==> src/rtl/my_serial_adder.sv <==
// my_serial_adder: bit-serial adder, one full-adder bit per clock, LSB first.
// Operands are taken in IDLE, processed over WIDTH RUN cycles and presented
// in DONE until the consumer accepts them.
// Optional feature: define SERIAL_ADD_OVF_EN to add the signed-overflow output ovf.

// Leaf gate: 2-input XOR
module my_xor (
  input  logic a,
  input  logic b,
  output logic y
);
  assign y = a ^ b;
endmodule

// Leaf gate: 2-input AND
module my_and (
  input  logic a,
  input  logic b,
  output logic y
);
  assign y = a & b;
endmodule

// Leaf gate: 2-input OR
module my_or (
  input  logic a,
  input  logic b,
  output logic y
);
  assign y = a | b;
endmodule

module my_serial_adder #(
  parameter int WIDTH = 8
) (
  input  logic             clk,
  input  logic             rst_n,
  input  logic             in_valid,
  output logic             in_ready,
  input  logic [WIDTH-1:0] a,
  input  logic [WIDTH-1:0] b,
  input  logic             cin,
  output logic             out_valid,
  input  logic             out_ready,
  output logic [WIDTH-1:0] sum,
  output logic             cout
`ifdef SERIAL_ADD_OVF_EN
  ,
  output logic             ovf
`endif
);

  localparam int CNT_W = $clog2(WIDTH) + 1;

  typedef enum logic [1:0] {
    IDLE = 2'd0,
    RUN  = 2'd1,
    DONE = 2'd2
  } state_t;

  state_t             state_q, state_d;
  logic [WIDTH-1:0]   a_sh_q, a_sh_d;
  logic [WIDTH-1:0]   b_sh_q, b_sh_d;
  logic [WIDTH-1:0]   sum_q, sum_d;
  logic               carry_q, carry_d;
  logic               cout_q, cout_d;
  logic [CNT_W-1:0]   cnt_q, cnt_d;
  logic               in_ready_q, in_ready_d;
  logic               out_valid_q, out_valid_d;
`ifdef SERIAL_ADD_OVF_EN
  logic               ovf_q, ovf_d;
`endif

  // Single full-adder bit: propagate, generate and carry terms from gate instances
  logic fa_p, fa_s, fa_g, fa_t, fa_co;

  my_xor u_xor_p  (.a(a_sh_q[0]), .b(b_sh_q[0]), .y(fa_p));
  my_xor u_xor_s  (.a(fa_p),      .b(carry_q),   .y(fa_s));
  my_and u_and_g  (.a(a_sh_q[0]), .b(b_sh_q[0]), .y(fa_g));
  my_and u_and_t  (.a(carry_q),   .b(fa_p),      .y(fa_t));
  my_or  u_or_co  (.a(fa_g),      .b(fa_t),      .y(fa_co));

  // Next-state and next-output logic; outputs are precomputed so they come straight from flops
  always_comb begin
    state_d     = state_q;
    a_sh_d      = a_sh_q;
    b_sh_d      = b_sh_q;
    sum_d       = sum_q;
    carry_d     = carry_q;
    cout_d      = cout_q;
    cnt_d       = cnt_q;
    in_ready_d  = in_ready_q;
    out_valid_d = out_valid_q;
`ifdef SERIAL_ADD_OVF_EN
    ovf_d       = ovf_q;
`endif
    case (state_q)
      IDLE: begin
        if (in_valid) begin
          a_sh_d     = a;
          b_sh_d     = b;
          carry_d    = cin;
          cnt_d      = '0;
          state_d    = RUN;
          in_ready_d = 1'b0;
        end
      end
      RUN: begin
        a_sh_d  = a_sh_q >> 1;
        b_sh_d  = b_sh_q >> 1;
        sum_d   = {fa_s, sum_q[WIDTH-1:1]};
        carry_d = fa_co;
        cnt_d   = cnt_q + CNT_W'(1);
        // The bit just added is the MSB: its carry-in vs carry-out gives signed overflow
        if (cnt_q == CNT_W'(WIDTH - 1)) begin
          cout_d      = fa_co;
`ifdef SERIAL_ADD_OVF_EN
          ovf_d       = carry_q ^ fa_co;
`endif
          state_d     = DONE;
          out_valid_d = 1'b1;
        end
      end
      DONE: begin
        if (out_ready) begin
          state_d     = IDLE;
          out_valid_d = 1'b0;
          in_ready_d  = 1'b1;
        end
      end
      default: begin
        state_d     = IDLE;
        out_valid_d = 1'b0;
        in_ready_d  = 1'b1;
      end
    endcase
  end

  // FSM, datapath and registered outputs; reset clears everything and abandons any operation
  always_ff @(posedge clk) begin
    if (!rst_n) begin
      state_q     <= IDLE;
      a_sh_q      <= '0;
      b_sh_q      <= '0;
      sum_q       <= '0;
      carry_q     <= 1'b0;
      cout_q      <= 1'b0;
      cnt_q       <= '0;
      in_ready_q  <= 1'b1;
      out_valid_q <= 1'b0;
`ifdef SERIAL_ADD_OVF_EN
      ovf_q       <= 1'b0;
`endif
    end else begin
      state_q     <= state_d;
      a_sh_q      <= a_sh_d;
      b_sh_q      <= b_sh_d;
      sum_q       <= sum_d;
      carry_q     <= carry_d;
      cout_q      <= cout_d;
      cnt_q       <= cnt_d;
      in_ready_q  <= in_ready_d;
      out_valid_q <= out_valid_d;
`ifdef SERIAL_ADD_OVF_EN
      ovf_q       <= ovf_d;
`endif
    end
  end

  assign in_ready  = in_ready_q;
  assign out_valid = out_valid_q;
  assign sum       = sum_q;
  assign cout      = cout_q;
`ifdef SERIAL_ADD_OVF_EN
  assign ovf       = ovf_q;
`endif

endmodule

==> config.mk <==
export PLATFORM = sky130hd
export DESIGN_NAME = my_serial_adder
export DESIGN_NICKNAME = d
export VERILOG_FILES = /design/src/rtl/my_serial_adder.sv
export SDC_FILE = /design/constraint.sdc
export NUM_CORES = 1
export LEC_CHECK = 0
export ABC_AREA = 1
export CORE_MARGIN = 5
export CORE_UTILIZATION = 50
export DETAILED_ROUTE_END_ITERATION = 16
export HOLD_SLACK_MARGIN = 0.06
export PLACE_DENSITY = 0.82
export SKIP_LAST_GASP = 1
export SYNTH_ARGS = -nofsm -noshare
export SYNTH_HDL_FRONTEND = slang
export SYNTH_SLANG_ARGS = --single-unit
export TNS_END_PERCENT = 20
==> constraint.sdc <==
create_clock -name clk -period 1.4 [get_ports clk]
set_input_delay 0.28 -clock clk [delete_from_list [all_inputs] [get_ports clk]]
set_output_delay 0.28 -clock clk [all_outputs]
set_load 0.01 [all_outputs]
=== Yosys cells after proc, flatten, opt, wreduce, memory -nomap -nowiden ===
Cells that the tools add are included.

* Equality and inequality tests: 6
* Multiplexer cells: 18
* Reduce and logical (&&, ||, !) cells: 7
* Add/sub/neg operators: 1
* Bitwise logic cells: 7

{| class="wikitable"
|+ Operators by type and width
! operator !! number
|-
| 8-bit case mux with 2 select lines || 2
|-
| 8-bit two-way mux || 2
|-
| 3-bit AND reduction || 3
|-
| 4-bit case mux with 2 select lines || 1
|-
| 2-bit two-way mux || 3
|-
| 2-bit inequality test, second input constant || 3
|-
| 1-bit case mux with 3 select lines || 2
|-
| 2-bit case mux with 3 select lines || 1
|-
| 1-bit two-way mux || 5
|-
| 4-bit by 1-bit adder with 4-bit output, second input constant || 1
|-
| 4-bit by 3-bit == test with 1-bit output, second input constant || 1
|-
| 4-bit two-way mux || 1
|-
| 2-bit AND reduction || 2
|-
| 1-bit bitwise AND || 2
|-
| 2-bit by 1-bit == test with 1-bit output, second input constant || 1
|-
| 2-bit == test, second input constant || 1
|-
| 2-bit logical NOT || 1
|-
| 1-bit inverter || 2
|-
| 1-bit case mux with 2 select lines || 1
|-
| 2-bit nonzero test || 1
|-
| 1-bit bitwise XOR || 2
|-
| 1-bit bitwise OR || 1
|}

* Output and inout bits: 11
* Flip-flop bits (word level): 34
* Logic and storage cells: 48

=== Longest topological paths before layout ===
Gate-level depths: netlist (run 1).

* Depth after elaboration: 4
* Mapped depth: 8
* Depth with buffers taken out: 7

=== Modules after synthesis ===
Synthesis (run 1) repeated with hierarchy kept, for this count alone.

* Cells, all modules: 237
* Area total of the unflattened synthesis: 1,556.5 um^2

{| class="wikitable"
|+ Modules (own cells, without submodules)
! module !! times used !! cells an instance !! area each (um^2)
|-
| my_serial_adder || 1 || 220 || 1,492.7
|-
| my_xor || 2 || 5 || 18.8
|-
| my_and || 2 || 2 || 7.5
|-
| my_or || 1 || 3 || 11.3
|}

=== Least setup slack after synthesis (run 1) ===
OpenSTA, ideal clock, no wires.

* Path type: input -> register
* From: in in_valid
* To: reg a_sh_q[0]
* Path buffers: 2
* Arrival: 0.984 ns
* Data required time: 1.272 ns
* Slack: 0.288 ns
* Cell stages on the path: 7
* Setup time: 0.128 ns
* Path through: buf_2 nand2_2 nand2_1 buf_4 nor2_1 nor2_1 nor2_1

* Longest elaborated chain between the ends: 2

{| class="wikitable"
|+ Ends and longest elaborated chain
! item !! RTL line !! source
|-
| from (decl) || 38 || <nowiki>input logic in_valid,</nowiki>
|-
| 2-bit inequality test (no source line) || n/a ||
|-
| 2-bit AND reduction (no source line) || n/a ||
|-
| to (signal assigned) || 156 || <nowiki>a_sh_q <= a_sh_d;</nowiki>
|-
| to (decl) || 62 || <nowiki>logic [WIDTH-1:0] a_sh_q, a_sh_d;</nowiki>
|}

No other way between the ends.
A chain may end at the register's enable or synchronous reset.

=== Worst setup path after layout (run 1) ===
* From: reg sum_q[6], in the netlist sum[6]
* To: out sum[6]

{| class="wikitable"
|+ RTL lines
! item !! RTL line !! source
|-
| from (decl) || 64 || <nowiki>logic [WIDTH-1:0] sum_q, sum_d;</nowiki>
|-
| from (signal assigned) || 158 || <nowiki>sum_q <= sum_d;</nowiki>
|-
| to (decl) || 45 || <nowiki>output logic [WIDTH-1:0] sum,</nowiki>
|}

No word-level cell between the ends.

==> impl_metrics.ini, run 1 <==
[cts]
path_clk_slew_ps = 100
hold_buffers = 0
clock_path_buffers = 2
h-tree-depth = 2
cts_num_sinks = 34
tritoncts = done
cts-root-buf = clkbuf_4
cts_buffers = 5
clkLatencyLatePin_ps = 340
postCtsSetupRepairBufs = 0

[job]
maxCapViolCount = 0

[worst_setup_path]
path_max_fanout = 3
critical-path-top-delay-family = buffers and inverters
crit_required_ps = 1120
crit_arrival_ps = 1230
cp-start-kind = flop
cpMaxStageDelayCell = clkdlybuf4s50_1
timing.rr.end = cout$_SDFFE_PN0P_
path_buf_inv = 1
cp.depth = 1
setup.worst_path.start = sum[6]$_SDFFE_PN0P_
r2r-start = cnt_q[0]$_SDFFE_PN0P_
critical_path.endpoint_type = output port
r2r_setup_slack_ps = 190
slowest_delay_ps = 540
crit_path_end = sum[6]
rr_worst_depth = 6
crit_type = reg -> out
cp_cell_sequence = clkdlybuf4s50_1

[hold_path]
min_path_type = reg -> reg
hold_start = in_ready$_SDFFE_PN1P_

[sta]
finalSetupViolations = 8
layout_setup_ws_ps = -108
relSlewSlack_pct = 67.2
tightestPinTransition_ps = 491
rsz0062_at_grt = yes
finClkSkew_ps = 6.76
drv_slew = 0
period_share_pct = 108
setup_tns_ps = -769
hold_violations = 0
fmax_mhz = 663
finalCriticalPeriod_ps = 1510

[finish]
mostFrequentLayoutCells = 52 x nor2_1, 50 x nand2_1, 34 x dfxtp_1
final_nets = 284
area_growth_pct = 28.9
nFillCells = 273
final_common_cell = nor2_1
num_antenna_cells = 0
final_cells = 295
final_util_pct = 65.5
drive_gt1_share_pct = 8.40

[logic_synthesis]
seq_area_frac_synth_pct = 45.0
netlist_area_um2 = 1510
postSynthCellCount = 225
synthDistinctLibCells = 15
ys_warn_count = 0
synth_nets = 248
syn_area_per_cell_um2 = 6.73
synth-seq-cells = 34

[global_routing]
grt_overflow = 0
grt.total_usage_pct = 17.7
grt_pass1_wl_um = 5710
grt_pass1_vias = 1337
antenna_found_initial = 0
grt_start_max_net_pins = 19

[detailed_routing]
drc = 0
viasPerCell = 4.83
antenna_left = 0
num_vias = 1424
totalWireLength_um = 3250
drt-initial-drc-count = 49
avgRoutedWirePerCell_um = 11.0
dr.pass1.iters = 4

[floorplanning]
die_height_um = 65.0
core_um2 = 2980
die-area_um2 = 4230
fp.dieW_um = 65.0
io_pins = 32
start_util_pct = 50.8
rows = 20

[power]
vdd_drop_max_v = 0.000751
p_leak_uw = 0.000907
power_density_nw_per_um2 = 1050

[place]
pre_cts_ws_ps = -11.3
io_buffers = 31
routabilityCongestion = 0.813
hpwl_um = 2260
placedCellCount = 287

[outcome]
violations = setup timing
status = finished, violations left
==> through the flow <==
stage	area, µm²	hold WS (ps)	total power, µW
final	1950	453	2040
after global routing	1950	494	2150
after CTS	1950	460	2060
after detailed placement	1870	441	1410
after global placement	1870	431	1400
after floorplan	1510	423	1260
==> worst min path at each step <==
| stage | endpoint | slack [ps] | cells past startpoint |
|---|---|---|---|
| 2_1_floorplan | a_sh_q[7]$_SDFFE_PN0P_ | 420 | 2 |
| 3_3_place_gp | in_ready$_SDFFE_PN1P_ | 430 | 2 |
| 3_5_place_dp | in_ready$_SDFFE_PN1P_ | 440 | 2 |
| 4_1_cts | in_ready$_SDFFE_PN1P_ | 460 | 2 |
| 5_1_grt | in_ready$_SDFFE_PN1P_ | 490 | 2 |
| 6_report | in_ready$_SDFFE_PN1P_ | 450 | 2 |
==> report_power, final <==
group          switching (µW)  internal [µW]
combinational             162            160
clock                     321            343
sequential               33.4           1020
total                     517           1530
==> sequential cells by signal (all words and copies together) (netlist names) <==
signal     flops
sum            8
in_ready       1
cnt_q          4
carry_q        1
out_valid      1
state_q        2
a_sh_q         8
cout           1
b_sh_q         8
==> area by class of cell <==
cell class                 instances  area (µm²)  area share [%]
clock buffer                       8        78.8            4.04
multi-input combinational        157         683            35.0
tap                               33        41.3            2.12
sequential                        34         681            34.9
inverter                          22        82.6            4.23
timing repair buffer              41         385            19.7
==> kinds of logic after synthesis <==
logic type	after synthesis	synth area share, %
AOI/OAI and AO/OA	19	6.28
adders and majority gates	2	2.15
buffers and inverters	34	9.92
DFF	34	45.0
and+or+nand+nor	136	36.7
==> Yosys cell counts, drive strengths merged <==
master | n | area share [%]
a21oi | 9 | 3.0
buf | 12 | 4.5
dfxtp | 34 | 45
fa | 1 | 1.3
ha | 1 | 0.83
inv | 22 | 5.5
nand2 | 51 | 13
nand3 | 32 | 11
nor2 | 53 | 13
o21ai | 10 | 3.3
==> per-layer routing <==
metal | GRT usage [%] | vias to the layer above | share of wire [%]
met4 | 11.4 | 0 | 3.0
met2 | 26.3 | 32 | 45
met3 | 4.51 | 10 | 5.3
met5 | 0 | - | 0
met1 | 22.7 | 613 | 47
li1 | - | 769 | -
==> timing repair <==
item	in CTS	in global routing
resized for setup	2	1
endpoints found under the setup margin	11	9
hold endpoints to repair	0	0
Power figures use the tool's default switching activity.
==> run 2: changes to the inputs <==
- HOLD_SLACK_MARGIN: 0.06 -> 0.15
==> results of run 2 <==
The final DEF is identical to that of run 1; final timing and power are the same.
